===== src/rtl/ring_counter_decoder.sv =====
// Decoder and integrity monitor for a right-rotating one-hot ring counter.
// Tracks lock, counts full revolutions and flags sequence faults while locked.
module ring_counter_decoder #(
    parameter int unsigned WIDTH      = 4,
    parameter int unsigned LOCK_COUNT = 2,
    localparam int unsigned PW        = (WIDTH > 1) ? $clog2(WIDTH) : 1
) (
    input  logic             Clock,
    input  logic             Resetn,
    input  logic             Enable,
    input  logic [WIDTH-1:0] Ring,
    input  logic             Clear,
    output logic [PW-1:0]    Position,
    output logic             Valid,
    output logic             Locked,
    output logic             SeqError,
    output logic             ErrorSticky,
    output logic [7:0]       Revolutions,
    output logic             Wrap
);

    typedef enum logic [1:0] {StHunt, StSync, StLock} state_t;

    localparam logic [3:0] LockCnt = 4'(LOCK_COUNT);

    state_t           state_q, state_d;
    logic [3:0]       cnt_q, cnt_d;
    logic [WIDTH-1:0] prev_q, prev_d;
    logic [PW-1:0]    position_q, position_d;
    logic             valid_q, valid_d;
    logic             locked_q, locked_d;
    logic             seq_err_q, seq_err_d;
    logic             sticky_q, sticky_d;
    logic [7:0]       revs_q, revs_d;
    logic             wrap_q, wrap_d;

    logic             legal;
    logic             is_succ;
    logic             rev_inc;
    logic [PW-1:0]    dec;
    logic [WIDTH-1:0] succ_ring;
    logic [3:0]       cnt_inc;

    // Exactly one bit set: nonzero and clearing the lowest set bit leaves nothing.
    assign legal     = (Ring != '0) && ((Ring & (Ring - WIDTH'(1))) == '0);
    assign succ_ring = {prev_q[0], prev_q[WIDTH-1:1]};
    assign is_succ   = legal && (Ring == succ_ring);
    assign cnt_inc   = cnt_q + 4'd1;

    always_comb begin
        dec = '0;
        for (int k = 0; k < WIDTH; k++) begin
            if (Ring[WIDTH-1-k]) dec = PW'(k);
        end
    end

    always_comb begin
        state_d    = state_q;
        cnt_d      = cnt_q;
        prev_d     = prev_q;
        position_d = position_q;
        valid_d    = valid_q;
        seq_err_d  = 1'b0;
        rev_inc    = 1'b0;

        if (Enable) begin
            valid_d = legal;
            if (legal) position_d = dec;

            unique case (state_q)
                StHunt: begin
                    if (legal) begin
                        state_d = StSync;
                        cnt_d   = '0;
                        prev_d  = Ring;
                    end
                end
                StSync: begin
                    if (!legal) begin
                        state_d = StHunt;
                    end else if (is_succ) begin
                        cnt_d  = cnt_inc;
                        prev_d = Ring;
                        if (cnt_inc == LockCnt) state_d = StLock;
                    end else begin
                        cnt_d  = '0;
                        prev_d = Ring;
                    end
                end
                StLock: begin
                    if (!legal) begin
                        state_d   = StHunt;
                        seq_err_d = 1'b1;
                    end else if (is_succ) begin
                        // Leaving the last stage for the first one closes a revolution.
                        rev_inc = prev_q[0];
                        prev_d  = Ring;
                    end else begin
                        state_d   = StSync;
                        cnt_d     = '0;
                        prev_d    = Ring;
                        seq_err_d = 1'b1;
                    end
                end
                default: state_d = StHunt;
            endcase
        end

        locked_d = (state_d == StLock);
        wrap_d   = rev_inc;

        if (Clear)        revs_d = '0;
        else if (rev_inc) revs_d = revs_q + 8'd1;
        else              revs_d = revs_q;

        if (seq_err_d)    sticky_d = 1'b1;
        else if (Clear)   sticky_d = 1'b0;
        else              sticky_d = sticky_q;
    end

    always_ff @(posedge Clock or negedge Resetn) begin
        if (!Resetn) begin
            state_q    <= StHunt;
            cnt_q      <= '0;
            prev_q     <= '0;
            position_q <= '0;
            valid_q    <= 1'b0;
            locked_q   <= 1'b0;
            seq_err_q  <= 1'b0;
            sticky_q   <= 1'b0;
            revs_q     <= '0;
            wrap_q     <= 1'b0;
        end else begin
            state_q    <= state_d;
            cnt_q      <= cnt_d;
            prev_q     <= prev_d;
            position_q <= position_d;
            valid_q    <= valid_d;
            locked_q   <= locked_d;
            seq_err_q  <= seq_err_d;
            sticky_q   <= sticky_d;
            revs_q     <= revs_d;
            wrap_q     <= wrap_d;
        end
    end

    assign Position    = position_q;
    assign Valid       = valid_q;
    assign Locked      = locked_q;
    assign SeqError    = seq_err_q;
    assign ErrorSticky = sticky_q;
    assign Revolutions = revs_q;
    assign Wrap        = wrap_q;

endmodule


===== config.mk =====
export PLATFORM = sky130hd
export DESIGN_NAME = ring_counter_decoder
export DESIGN_NICKNAME = d
export VERILOG_FILES = /design/src/rtl/ring_counter_decoder.sv
export SDC_FILE = /design/constraint.sdc
export NUM_CORES = 1
export LEC_CHECK = 0
export ABC_AREA = 0
export CORE_MARGIN = 5
export CORE_UTILIZATION = 35
export CTS_BUF_LIST = sky130_fd_sc_hd__clkbuf_4 sky130_fd_sc_hd__clkbuf_8
export DETAILED_ROUTE_END_ITERATION = 8
export DONT_BUFFER_PORTS = 1
export GPL_TIMING_DRIVEN = 0
export PLACE_DENSITY = 0.49
export SLEW_MARGIN = 20
export SYNTH_ARGS = -nofsm -noshare
export SYNTH_HDL_FRONTEND = slang
export SYNTH_SLANG_ARGS = --single-unit

===== constraint.sdc =====
create_clock -name Clock -period 2 [get_ports Clock]
set_input_delay 0.4 -clock Clock [delete_from_list [all_inputs] [get_ports Clock]]
set_output_delay 0.4 -clock Clock [all_outputs]
set_load 0.02 [all_outputs]

==> results of run 1 <==
## worst max-delay path by stage
stage / to / slack (ns) / startpoint / cells past startpoint
floorplan: Revolutions[3]$_DFFE_PN0P_ / 0.008 / Ring[0] / 7
detailed placement: cnt_q[2]$_DFFE_PN0P_ / -0.11 / Ring[0] / 6
finish: Revolutions[6]$_DFFE_PN0P_ / 0.14 / state_q[0]$_DFF_PN0_ / 5
global route: Revolutions[3]$_DFFE_PN0P_ / 0.009 / prev_q[0]$_DFFE_PN0P_ / 7
global placement: cnt_q[2]$_DFFE_PN0P_ / -0.12 / Ring[0] / 6
CTS: Revolutions[6]$_DFFE_PN0P_ / 0.02 / state_q[0]$_DFF_PN0_ / 6
## logic make-up (layout without fill, tap and decap cells)
family	count (synthesis)	after routing	share of synthesized area, %
AO/OA/AOI/OAI	33	33	16.8
XOR/XNOR	7	7	4.43
flip-flops	25	25	45.2
AND/OR/NAND/NOR	50	50	21.2
multiplexers	5	5	3.98
buffers and inverters	16	21	5.61
adder cells (fa/ha/maj)	3	3	2.72
## final cells by class
| type | count | area, um2 |
|---|---|---|
| multi-input cells | 98 | 686 |
| plain buffers | 7 | 45.0 |
| clock inverters | 1 | 7.51 |
| fillers | 388 | 2220 |
| flip-flops and latches | 25 | 627 |
| repair buffers | 2 | 30.0 |
| clock buffers | 3 | 41.3 |
| inverters | 8 | 30.0 |
| well taps | 48 | 60.1 |
## cells in the mapped netlist, drive strengths merged, types with 3 or more instances
| cell | number | area, um2 |
|---|---|---|
| xnor2 | 5 | 43.8 |
| a21oi | 10 | 50.1 |
| ha | 3 | 37.5 |
| buf | 5 | 36.3 |
| nand3 | 6 | 42.5 |
| o31ai | 4 | 30.0 |
| nor2 | 6 | 22.5 |
| mux2 | 4 | 45.0 |
| nand4 | 4 | 40.0 |
| or3 | 4 | 25.0 |
| o21ai | 7 | 35.0 |
| inv | 8 | 30.0 |
| nand2 | 18 | 67.6 |
| dfrtp | 25 | 626 |
| or4 | 3 | 22.5 |
| clkbuf | 3 | 11.3 |
## registers in the layout (all words and copies together), names as in the netlist
signal       cells
state_q          2
Locked           1
Wrap             1
Position         2
SeqError         1
cnt_q            4
prev_q           4
Valid            1
ErrorSticky      1
Revolutions      8
## report_power, final
part / internal (W) / switching, W
Combinational: 0.0000706 / 0.0000792
Sequential: 0.000546 / 0.0000511
Clock: 0.000141 / 0.000169
## repair_timing
item / 4_1_cts / 5_1_grt
hold buffers: 2 / 0
endpoints found under the setup margin: 2 / 4
gates resized for setup: 1 / 2
hold endpoints to repair: 25 / 0
## routing by layer
| metal | vias up | part of all wire (%) | global-route usage [%] |
|---|---|---|---|
| li1 | 513 | - | - |
| met1 | 483 | 48 | 16.3 |
| met2 | 11 | 46 | 18.1 |
| met3 | 2 | 4.6 | 3.58 |
| met4 | 0 | 0.60 | 3.07 |
| met5 | - | 0 | 0 |
## cells in the final DEF (no fill, tap or decap), types with 2 or more instances in the layout
| cell type | n |
|---|---|
| dfrtp_1 | 24 |
| nand2_1 | 18 |
| a21oi_1 | 10 |
| inv_1 | 8 |
| o21ai_0 | 7 |
| nor2_1 | 6 |
| xnor2_1 | 5 |
| nand3_1 | 5 |
| or3_1 | 4 |
| o31ai_1 | 4 |
| mux2_2 | 4 |
| buf_2 | 3 |
| nand4_1 | 3 |
| or4_1 | 3 |
| ha_1 | 3 |
| clkbuf_8 | 3 |
| buf_6 | 2 |
| or4b_4 | 2 |
| xor2_1 | 2 |
| nor4_1 | 2 |
| a21o_1 | 2 |
## per-stage QoR
step	instances	power [W]	utilization (%)	hold WS (ns)	setup TNS, ns
2_1_floorplan	139	0.000714	-	0.104	0
3_3_place_gp	187	0.000738	38.7	0.105	-0.451
3_5_place_dp	187	0.000744	38.7	0.105	-0.569
4_1_cts	193	0.00107	40.8	0.272	0
5_1_grt	192	0.00111	40.8	0.263	0
6_report	192	0.00106	40.8	0.279	0
==> impl_summary.md, run 1 <==
Worst setup path
The worst setup path is captured at a register. Data on the critical path is required at its endpoint by 2.20 ns. Of all nets on the critical path, the largest fanout is 10.

The register-to-register path setup slack is 0.14 ns. STA classifies the critical path startpoint as a register. Together, buffers and inverters on the worst path number 0. The critical path in this run is classified as reg -> reg.

The startpoint of the worst register-to-register path is state_q[0]$_DFF_PN0_. The cell family contributing the most delay on the critical path is simple AND/OR/NAND/NOR gates. The number of cell instances on the worst register-to-register path is 5. The slowest cell on the critical path is or4_1. The worst flop-to-flop path endpoint is Revolutions[6]$_DFFE_PN0P_. Traced cell by cell, the critical path runs through nor2b_2 > and2_1 > nand4_1 > or4_1 > a21oi_1. The arrival time of the worst setup path is 2.06 ns. On the worst path, the slowest cell contributes a delay of 0.55 ns.

Synthesis
In the synthesized netlist the dominant register cell turns out to be dfrtp_1. Summing every instance area after synthesis gives 1380 um2. The number of nets in the synthesized netlist is 150. For this run, the number of Yosys warnings is 0. The number of library cell types mapped by synthesis is 41.

The number of flops mapped to enable cells by yosys is 0. Summing the sequential cell areas from Yosys gives 45.2% of the chip area. Counting flops with an async set or reset pin after synthesis yields a share of 100%. Dividing the synthesized area by the synthesized cell count gives 9.95 um2. Counting every instance in the synthesized netlist gives 139. After synthesis the netlist holds a flip-flop and latch count of 25.

Global routing
For this run, the total global-route usage over all layers was measured as 11.9%. The via count of the first global-routing pass is 1045. Entering global routing, the biggest net connects 26 pins. The first global-routing pass estimated 5060 um of wire.

For this run the aggregate overflow at the end of global routing stands at 0. The number of antenna violations at the first check in global routing is 0.

Status
The run finished with clean final reports.

Placed design
The count of buffers from port buffering is 0. After legalization and detailed placement, the total HPWL measured 2100 um. At the end of routability-driven placement, the weighted congestion stood at 0.758. The pre-CTS setup slack is -0.111 ns. The placed instances occupy a cell area of 1450 um2.

Power and ir drop
The largest voltage drop on the vdd net is 383 uV. Summed over all cells, the static leakage comes to 0.632 nW. Dividing total power by cell area gives a power density of 692 nW/um2.

STA
Setup slack on the critical path of the routed design comes to 0.142 ns. Setup repair after global routing left no endpoint under its margin. The final cycle utilization of the critical path is 92.9%. Headroom to the max-slew limit came out at 69.8%. The count of endpoints failing hold in the final timing report is 0. Setup violations remaining at the end of the flow were counted as 0. Across the routed clock network, the largest skew measured is 0.0105 ns. The final max-slew violation count is 0. At the pin with the least slew margin, the transition time is 0.451 ns. The routed design could run at a clock period as short as 1.86 ns. Derived from the worst setup path, the maximum achievable clock frequency is 0.538 GHz.

Cells and area
Compared with the post-synthesis result, the final layout area differs by 10.4%. The finished cells cover 1530 um2. The number of nets in the final layout is 156.

In the final layout, the share of cells above drive strength 1 is 16.0%. The number of antenna diodes in the final layout is 0.

Detailed routing
The remaining antenna violation count after routing is 0. The total wire length is 2820 um. The first-pass iteration count of the detailed router is 4. The initial DRC count is 48. The final route contains 1009 vias. The post-detailed-route DRC marker count is 0. Dividing the detail-routed wire length by the instance count gives 14.7 um.

The vias per cell is 5.26.

Job
Max-cap violations in this run came to 0.

CTS
The number of buffers inserted to repair setup after CTS is 0. Buffers inserted during clock tree synthesis total 3. The TritonCTS clock tree is built.

The clock passes through at most 2 buffers. The root buffer selected by CTS is clkbuf_8. After clock tree synthesis, the clock-pin slew on the worst setup and hold paths is 0.10 ns.

The H-tree level count is 1. The tree built by TritonCTS fans out to 25 sinks. The insertion delay of the later-clocked pin in the worst-skew pair is 0.27 ns.

Die
The vertical die dimension is 72.9 um. The number of top-level pins is 23. The floorplan step defined a die boundary enclosing 5310 um2. The site row count is 22. The core area is 3740 um2.

The x dimension of the die is 72.9 um. For this configuration, the core starts out at a cell density of 36.9%.

Min path
Counting instances, the worst hold path has a depth of 1. The terminating pin of the worst hold path is prev_q[3]$_DFFE_PN0P_. The startpoint identified for the worst hold timing path is Ring[3]. The min-delay analysis places its worst path in the category in -> reg.
Note: power is estimated with default switching activity, not from simulation.
==> run 2, diff against run 1 <==
Settings changed: CTS_BUF_LIST sky130_fd_sc_hd__clkbuf_4 sky130_fd_sc_hd__clkbuf_8 to sky130_fd_sc_hd__clkbuf_16.
==> run 2 against run 1 <==
  * Sequential power about the same
  * Sequential share of layout area down 0.89 points
  * Final cell count unchanged
  * Clock power up 46%
  * Critical path depth unchanged
  * Fmax up 0.17%
  * Power up 14%
  * Combinational power about the same
  * Setup slack better by 0.0031 ns
  * Via count up 0.69%
  * Critical path type unchanged
==> impl_summary.md, run 2 (same netlist as run 1, synthesis figures left out) <==
Status
The run finished with clean final reports.

Worst setup path
The endpoint required time on the critical path is 2.19 ns (about the same). The number of buffers and inverters on the critical path is 0 (unchanged). Walking the worst path, the cells encountered are nor2b_2 > and2_1 > nand4_1 > or4_1 > a21oi_1. The family with the most delay on the worst path is simple AND/OR/NAND/NOR gates. The largest fanout of any net on the critical path is 10 (unchanged). The worst setup path is launched from a register.

The critical path in this run is classified as reg -> reg. The arrival time of the worst setup path is 2.04 ns (-0.02 ns). The endpoint class of the critical path is a register. The slowest cell on the critical path is or4_1.

The largest incremental delay on the critical path is 0.55 ns (about the same).

Detailed routing
The vias per cell is 5.29 (+0.69%). The initial DRC count is 39 (-19%). The total via count in the routed design is 1016 (+0.69%).

The post-detailed-route DRC marker count is 0 (unchanged). The total wire length is 2840 um (+0.89%). The average wire length per cell after detail routing is 14.8 um (+0.89%). The remaining antenna violation count after routing is 0 (unchanged). The first-pass iteration count of the detailed router is 4 (unchanged).

Cells and area
The area growth from synthesis to layout is 12.9%. The post-route cell area is 1560 um2 (+2.2%). The fraction of layout instances using a drive strength above 1 is 16.0% (unchanged). In the layout the commonest cells are dfrtp_1 (24), nand2_1 (18), a21oi_1 (10). The antenna diode instance count is 0 (unchanged).

The library cell used most frequently in the layout, excluding fill and tap cells, is dfrtp_1. The number of nets in the final layout was 156 (unchanged). The flip-flop count of the largest register after layout is 8 (unchanged).

STA
The final cycle utilization of the critical path is 92.7% (-0.15 points). Setup repair after global routing left no endpoint under its margin. The maximum clock rate is 0.539 GHz (+0.17%).

The minimum clock period after layout is 1.85 ns (-0.00307 ns). The largest clock skew in the final design is 0.00599 ns (-0.00455 ns). The final worst hold slack is 0.291 ns (+0.0117 ns).

The final number of setup-violating endpoints is 0 (unchanged). The final max-slew violation count came to 0 (unchanged). The max-slew headroom at the worst pin is 69.4% (-0.42 points). The transition at the pin with the smallest max-transition slack came to 0.457 ns (+0.00624 ns). The count of endpoints failing hold in the final timing report is 0 (unchanged).

Die
The starting density of the core is 36.9% (unchanged). The x dimension of the die is 72.9 um (unchanged). The number of top-level pins was 23 (unchanged).

The die area came to 5310 um2 (unchanged). The site row count is 22 (unchanged). The vertical die dimension is 72.9 um (unchanged). The core area came to 3740 um2 (unchanged).

Global routing
The wire length of the first global-routing pass is 5110 um (+1.1%). The final global-route overflow total is 0 (unchanged). The maximum number of pins on one net before global-route repair is 26 (unchanged). The via count of the first global-routing pass was 1067 (+2.1%). The number of antenna violations at the first check in global routing is 0 (unchanged). The total routing resource utilization after global routing is 12.0% (+0.11 points).

Job
The max-capacitance violation count was 0 (unchanged).

Placed design
The half-perimeter wire length after placement is 2100 um (unchanged). The final weighted congestion in routability-driven placement is 0.758 (unchanged). The count of buffers from port buffering is 0 (unchanged). The area of placed instances is 1450 um2 (unchanged).

CTS
The tree is rooted in a clkbuf_16. The clock sink count was 25 (unchanged). The post-CTS clock slew at the launch and capture registers of the worst setup and hold paths is 0.07 ns (-0.03 ns). The TritonCTS clock tree is built.

The insertion delay of the later-clocked pin in the worst-skew pair is 0.26 ns (about the same). The maximum number of buffers from clock root to sink is 2 (unchanged). The H-tree level count is 1 (unchanged). The number of buffers inserted to repair setup after CTS is 0 (unchanged). The number of buffers added by the clock tree synthesis step is 3 (unchanged).

Power and ir drop
The fraction of power spent switching nets is 26.1% (-2.2 points). The sequential cell fraction of total power is 49.7% (-6.8 points). The largest voltage drop on the vdd net came to 334 uV (-13%).

The total leakage power came to 0.647 nW (+2.4%). The internal cell power is 0.000888 W (+17%). The total power density per cell area is 770 nW/um2 (+11%). The relative contribution of the clock network to total power is 37.8% (+8.5 points).

The net switching power is 0.000314 W (+5.0%). The share of total power in combinational logic is 12.5% (-1.7 points).

Min path
The class of the most critical hold timing path is in -> reg.
[run 2: cell types whose count changed in the layout (fill, tap and decap cells not counted)]
| cell | before | now |
|---|---|---|
| clkbuf_16 | 0 | 3 |
| clkbuf_8 | 3 | 0 |
[run 2: final timing paths]
kind                                            start                    endpoint  slack, ns  cells after the start
worst min register to register  prev_q[3]$_DFFE_PN0P_       prev_q[3]$_DFFE_PN0P_       0.53                      1
worst min-delay path                          Ring[3]       prev_q[3]$_DFFE_PN0P_       0.29                      1
worst max-delay path             state_q[0]$_DFF_PN0_  Revolutions[6]$_DFFE_PN0P_       0.15                      5
min in group asynchronous                      Resetn  Revolutions[4]$_DFFE_PN0P_       0.56                      2
max in group asynchronous                      Resetn        state_q[0]$_DFF_PN0_       1.27                      2
worst max register to register   state_q[0]$_DFF_PN0_  Revolutions[6]$_DFFE_PN0P_       0.15                      5
[run 2: cell type report]
type                    instances  area, um2
fillers                       386       2180
multi-input cells              98        686
flip-flops and latches         25        627
clock buffers                   3       75.1
well taps                      48       60.1
plain buffers                   7       45.0
repair buffers                  2       30.0
inverters                       8       30.0
clock inverters                 1       7.51
[run 2: metal layers]
| layer | wire length [um] | part of all wire, % | global-route usage (%) | vias to the layer above |
|---|---|---|---|---|
| met5 | 0 | 0 | 0 | - |
| met4 | 17 | 0.60 | 3.07 | 0 |
| met3 | 130 | 4.6 | 3.58 | 2 |
| met2 | 1300 | 46 | 18.8 | 11 |
| met1 | 1390 | 49 | 16.0 | 491 |
| li1 | - | - | - | 512 |
[run 2: worst register-to-register path, stage by stage, from the launching register on]
cell	delay [ns]
dfrtp_2	0.48
nor2b_2	0.19
and2_1	0.22
nand4_1	0.21
or4_1	0.55
a21oi_1	0.15
[run 2: through the flow]
step | instances | power (W) | setup TNS [ns] | setup slack, ns | util [%]
3_5_place_dp | 187 | 0.000744 | -0.569 | -0.111 | 38.7
3_3_place_gp | 187 | 0.000738 | -0.451 | -0.121 | 38.7
5_1_grt | 192 | 0.00126 | 0 | 0.0128 | 41.7
6_report | 192 | 0.00120 | 0 | 0.145 | 41.7
2_1_floorplan | 139 | 0.000714 | 0 | 0.00818 | -
4_1_cts | 193 | 0.00122 | 0 | 0.0134 | 41.7
[run 2: what timing repair did]
action                                  CTS  global route
hold endpoints to repair                 25             0
hold buffers                              2             0
endpoints found under the setup margin    2             4
resized for setup                         1             2
[run 2: power groups by stage]
stage	Sequential [W]	Clock (W)	Combinational, W
finish	0.000597	0.000454	0.000150
CTS	0.000591	0.000463	0.000162
floorplan	0.000593	0	0.000121
global placement	0.000599	0	0.000139
global route	0.000604	0.000483	0.000171
detailed placement	0.000601	0	0.000144
==> run 3, diff against run 2 <==
Settings changed: PLACE_DENSITY 0.49 to unset.
==> run 3 against run 2 <==
  * Via count increased by 2.8%
  * Register-to-register slack got worse by 0.02 ns
  * Clock-buffer cell count unchanged
  * Final cell count unchanged
  * Worst hold slack got worse by 0.0029 ns
  * Critical path depth unchanged
  * First-iteration DRC count increased by 33%
  * Sequential share of layout area about the same
  * Largest cell class unchanged
==> impl_summary.md, run 3 (same netlist as run 1, synthesis figures left out) <==
Worst setup path
The register-to-register path setup slack was 0.13 ns (-0.02 ns). The endpoint required time on the critical path is 2.19 ns (about the same). The largest incremental delay on the critical path came to 0.54 ns (about the same). The worst setup path is captured at a register. The largest fanout of any net on the critical path is 10 (unchanged). The category of the most critical setup path is reg -> reg. Traced cell by cell, the critical path runs through nor2b_2 > and2_1 > nand4_1 > or4_1 > a21oi_1. On the critical path, the stage with the largest delay is an instance of or4_1. The arrival time of the worst setup path came to 2.06 ns (+0.02 ns). The critical path launch point type is a register.

CTS
The tree is rooted in a clkbuf_16. The post-CTS clock slew at the launch and capture registers of the worst setup and hold paths is 0.07 ns (about the same). The clock sink count was 25 (unchanged). The TritonCTS clock tree is built. The insertion delay of the later-clocked pin in the worst-skew pair is 0.26 ns (about the same). The H-tree level count is 1 (unchanged). The maximum number of buffers from clock root to sink is 2 (unchanged). The number of buffers added by the clock tree synthesis step is 3 (unchanged).

STA
The final max-slew violation count is 0 (unchanged). The transition at the pin with the smallest max-transition slack came to 0.453 ns (-0.00462 ns). The aggregate negative setup slack is 0 ns (unchanged). The final number of setup-violating endpoints is 0 (unchanged). The maximum clock rate is 0.534 GHz (-1.0%). Setup repair after global routing left no endpoint under its margin. The largest clock skew in the final design is 0.00293 ns (-0.00306 ns). The count of endpoints failing hold in the final timing report came to 0 (unchanged).

The max-slew headroom at the worst pin is 69.7% (+0.31 points). The final worst hold slack came to 0.288 ns (-0.00293 ns). The final cycle utilization of the critical path came to 93.7% (+0.93 points).

The minimum clock period after layout was 1.87 ns (+0.0187 ns).

Detailed routing
The remaining antenna violation count after routing came to 0 (unchanged). The total via count in the routed design came to 1044 (+2.8%). The post-detailed-route DRC marker count is 0 (unchanged). The initial DRC count is 52 (+33%). The average wire length per cell after detail routing was 14.7 um (-0.84%). The total wire length is 2820 um (-0.84%).

The vias per cell is 5.44 (+2.8%). The first-pass iteration count of the detailed router came to 4 (unchanged).

Cells and area
The utilization of the core after routing is 41.6% (about the same). The antenna diode instance count is 0 (unchanged). The most common cell after layout, fill and taps aside is dfrtp_1. The fraction of layout instances using a drive strength above 1 is 15.3% (-0.69 points). Leaving out fill and tap cells, the most frequent cells in the layout are dfrtp_1 (25), nand2_1 (18), a21oi_1 (10).

The number of nets in the final layout is 156 (unchanged). The number of inserted filler cells in the final layout is 389 (+0.78%). The area growth from synthesis to layout is 12.8% (about the same). The flip-flop count of the largest register after layout came to 8 (unchanged).

Die
The starting density of the core came to 36.9% (unchanged). The vertical die dimension was 72.9 um (unchanged). The number of top-level pins came to 23 (unchanged). The core area was 3740 um2 (unchanged). The x dimension of the die is 72.9 um (unchanged). The site row count is 22 (unchanged).

The die area is 5310 um2 (unchanged).

Power and ir drop
The total leakage power came to 0.647 nW (about the same). The largest voltage drop on the vdd net was 398 uV (+19%). The total power density per cell area is 771 nW/um2 (+0.11%).

Min path
The class of the most critical hold timing path is in -> reg.

Placed design
The count of buffers from port buffering was 0 (unchanged). The half-perimeter wire length after placement came to 2060 um (-2.1%). The final weighted congestion in routability-driven placement is 0.783 (+3.4%).

Job
The max-capacitance violation count is 0 (unchanged).

Status
The run finished with clean final reports.

Global routing
The final global-route overflow total was 0 (unchanged). The wire length of the first global-routing pass is 4800 um (-6.1%). The maximum number of pins on one net before global-route repair is 26 (unchanged). The via count of the first global-routing pass is 1029 (-3.6%). The number of antenna violations at the first check in global routing came to 0 (unchanged). The total routing resource utilization after global routing came to 11.5% (-0.44 points).
run 3: timing repair:
| item | 4_1_cts | 5_1_grt |
|---|---|---|
| endpoints found under the setup margin | 1 | 2 |
| setup buffers | 0 | 0 |
| hold buffers | 2 | 0 |
| resized for setup | 1 | 0 |
| endpoints found under the hold margin | 25 | 0 |
run 3: power by group:
part           switching, W  internal, W  leakage, nW
Clock              0.000183     0.000272       0.0371
Combinational     0.0000796    0.0000706        0.276
Sequential        0.0000516     0.000546        0.334
run 3: cell type report:
| class | count | area, um2 | share of cell area [%] |
|---|---|---|---|
| Timing Repair Buffer | 2 | 30.0 | 1.93 |
| Tap cell | 48 | 60.1 | 3.85 |
| Multi-Input combinational cell | 98 | 686 | 44.0 |
| Clock buffer | 3 | 75.1 | 4.82 |
| Buffer | 7 | 45.0 | 2.89 |
| Inverter | 8 | 30.0 | 1.93 |
| Clock inverter | 1 | 7.51 | 0.482 |
| Sequential cell | 25 | 626 | 40.1 |
run 3: layer usage:
| metal | part of all wire, % | vias up | global-route usage (%) |
|---|---|---|---|
| met5 | 0 | - | 0 |
| met4 | 1.8 | 0 | 5.33 |
| met3 | 5.5 | 5 | 3.17 |
| met2 | 50 | 30 | 19.0 |
| met1 | 42 | 500 | 13.9 |
| li1 | - | 509 | - |
run 3: worst paths after layout:
path	start	to	depth (start not counted)
setup / recovery	state_q[0]$_DFF_PN0_	Revolutions[6]$_DFFE_PN0P_	5
setup reg to reg	state_q[0]$_DFF_PN0_	Revolutions[6]$_DFFE_PN0P_	5
min in group asynchronous	Resetn	Position[1]$_DFFE_PN0P_	2
hold reg to reg	prev_q[1]$_DFFE_PN0P_	prev_q[1]$_DFFE_PN0P_	1
max in group asynchronous	Resetn	ErrorSticky$_DFFE_PN0P_	2
hold / removal	Ring[2]	prev_q[2]$_DFFE_PN0P_	1
run 3: worst max-delay path: cells and delay by family (launching register included):
family / cells / cell delay (ns)
AO/OA/AOI/OAI: 1 / 0.15
AND/OR/NAND/NOR: 4 / 1.15
flip-flops: 1 / 0.50
run 3: metrics by stage:
stage	setup WS, ns	area (um2)	instances	power, W
floorplan	0.00818	1390	139	0.000714
global placement	-0.0833	1450	187	0.000736
detailed placement	-0.138	1450	187	0.000745
CTS	0.0368	1560	193	0.00122
global route	0.00872	1560	192	0.00126
finish	0.126	1560	192	0.00120
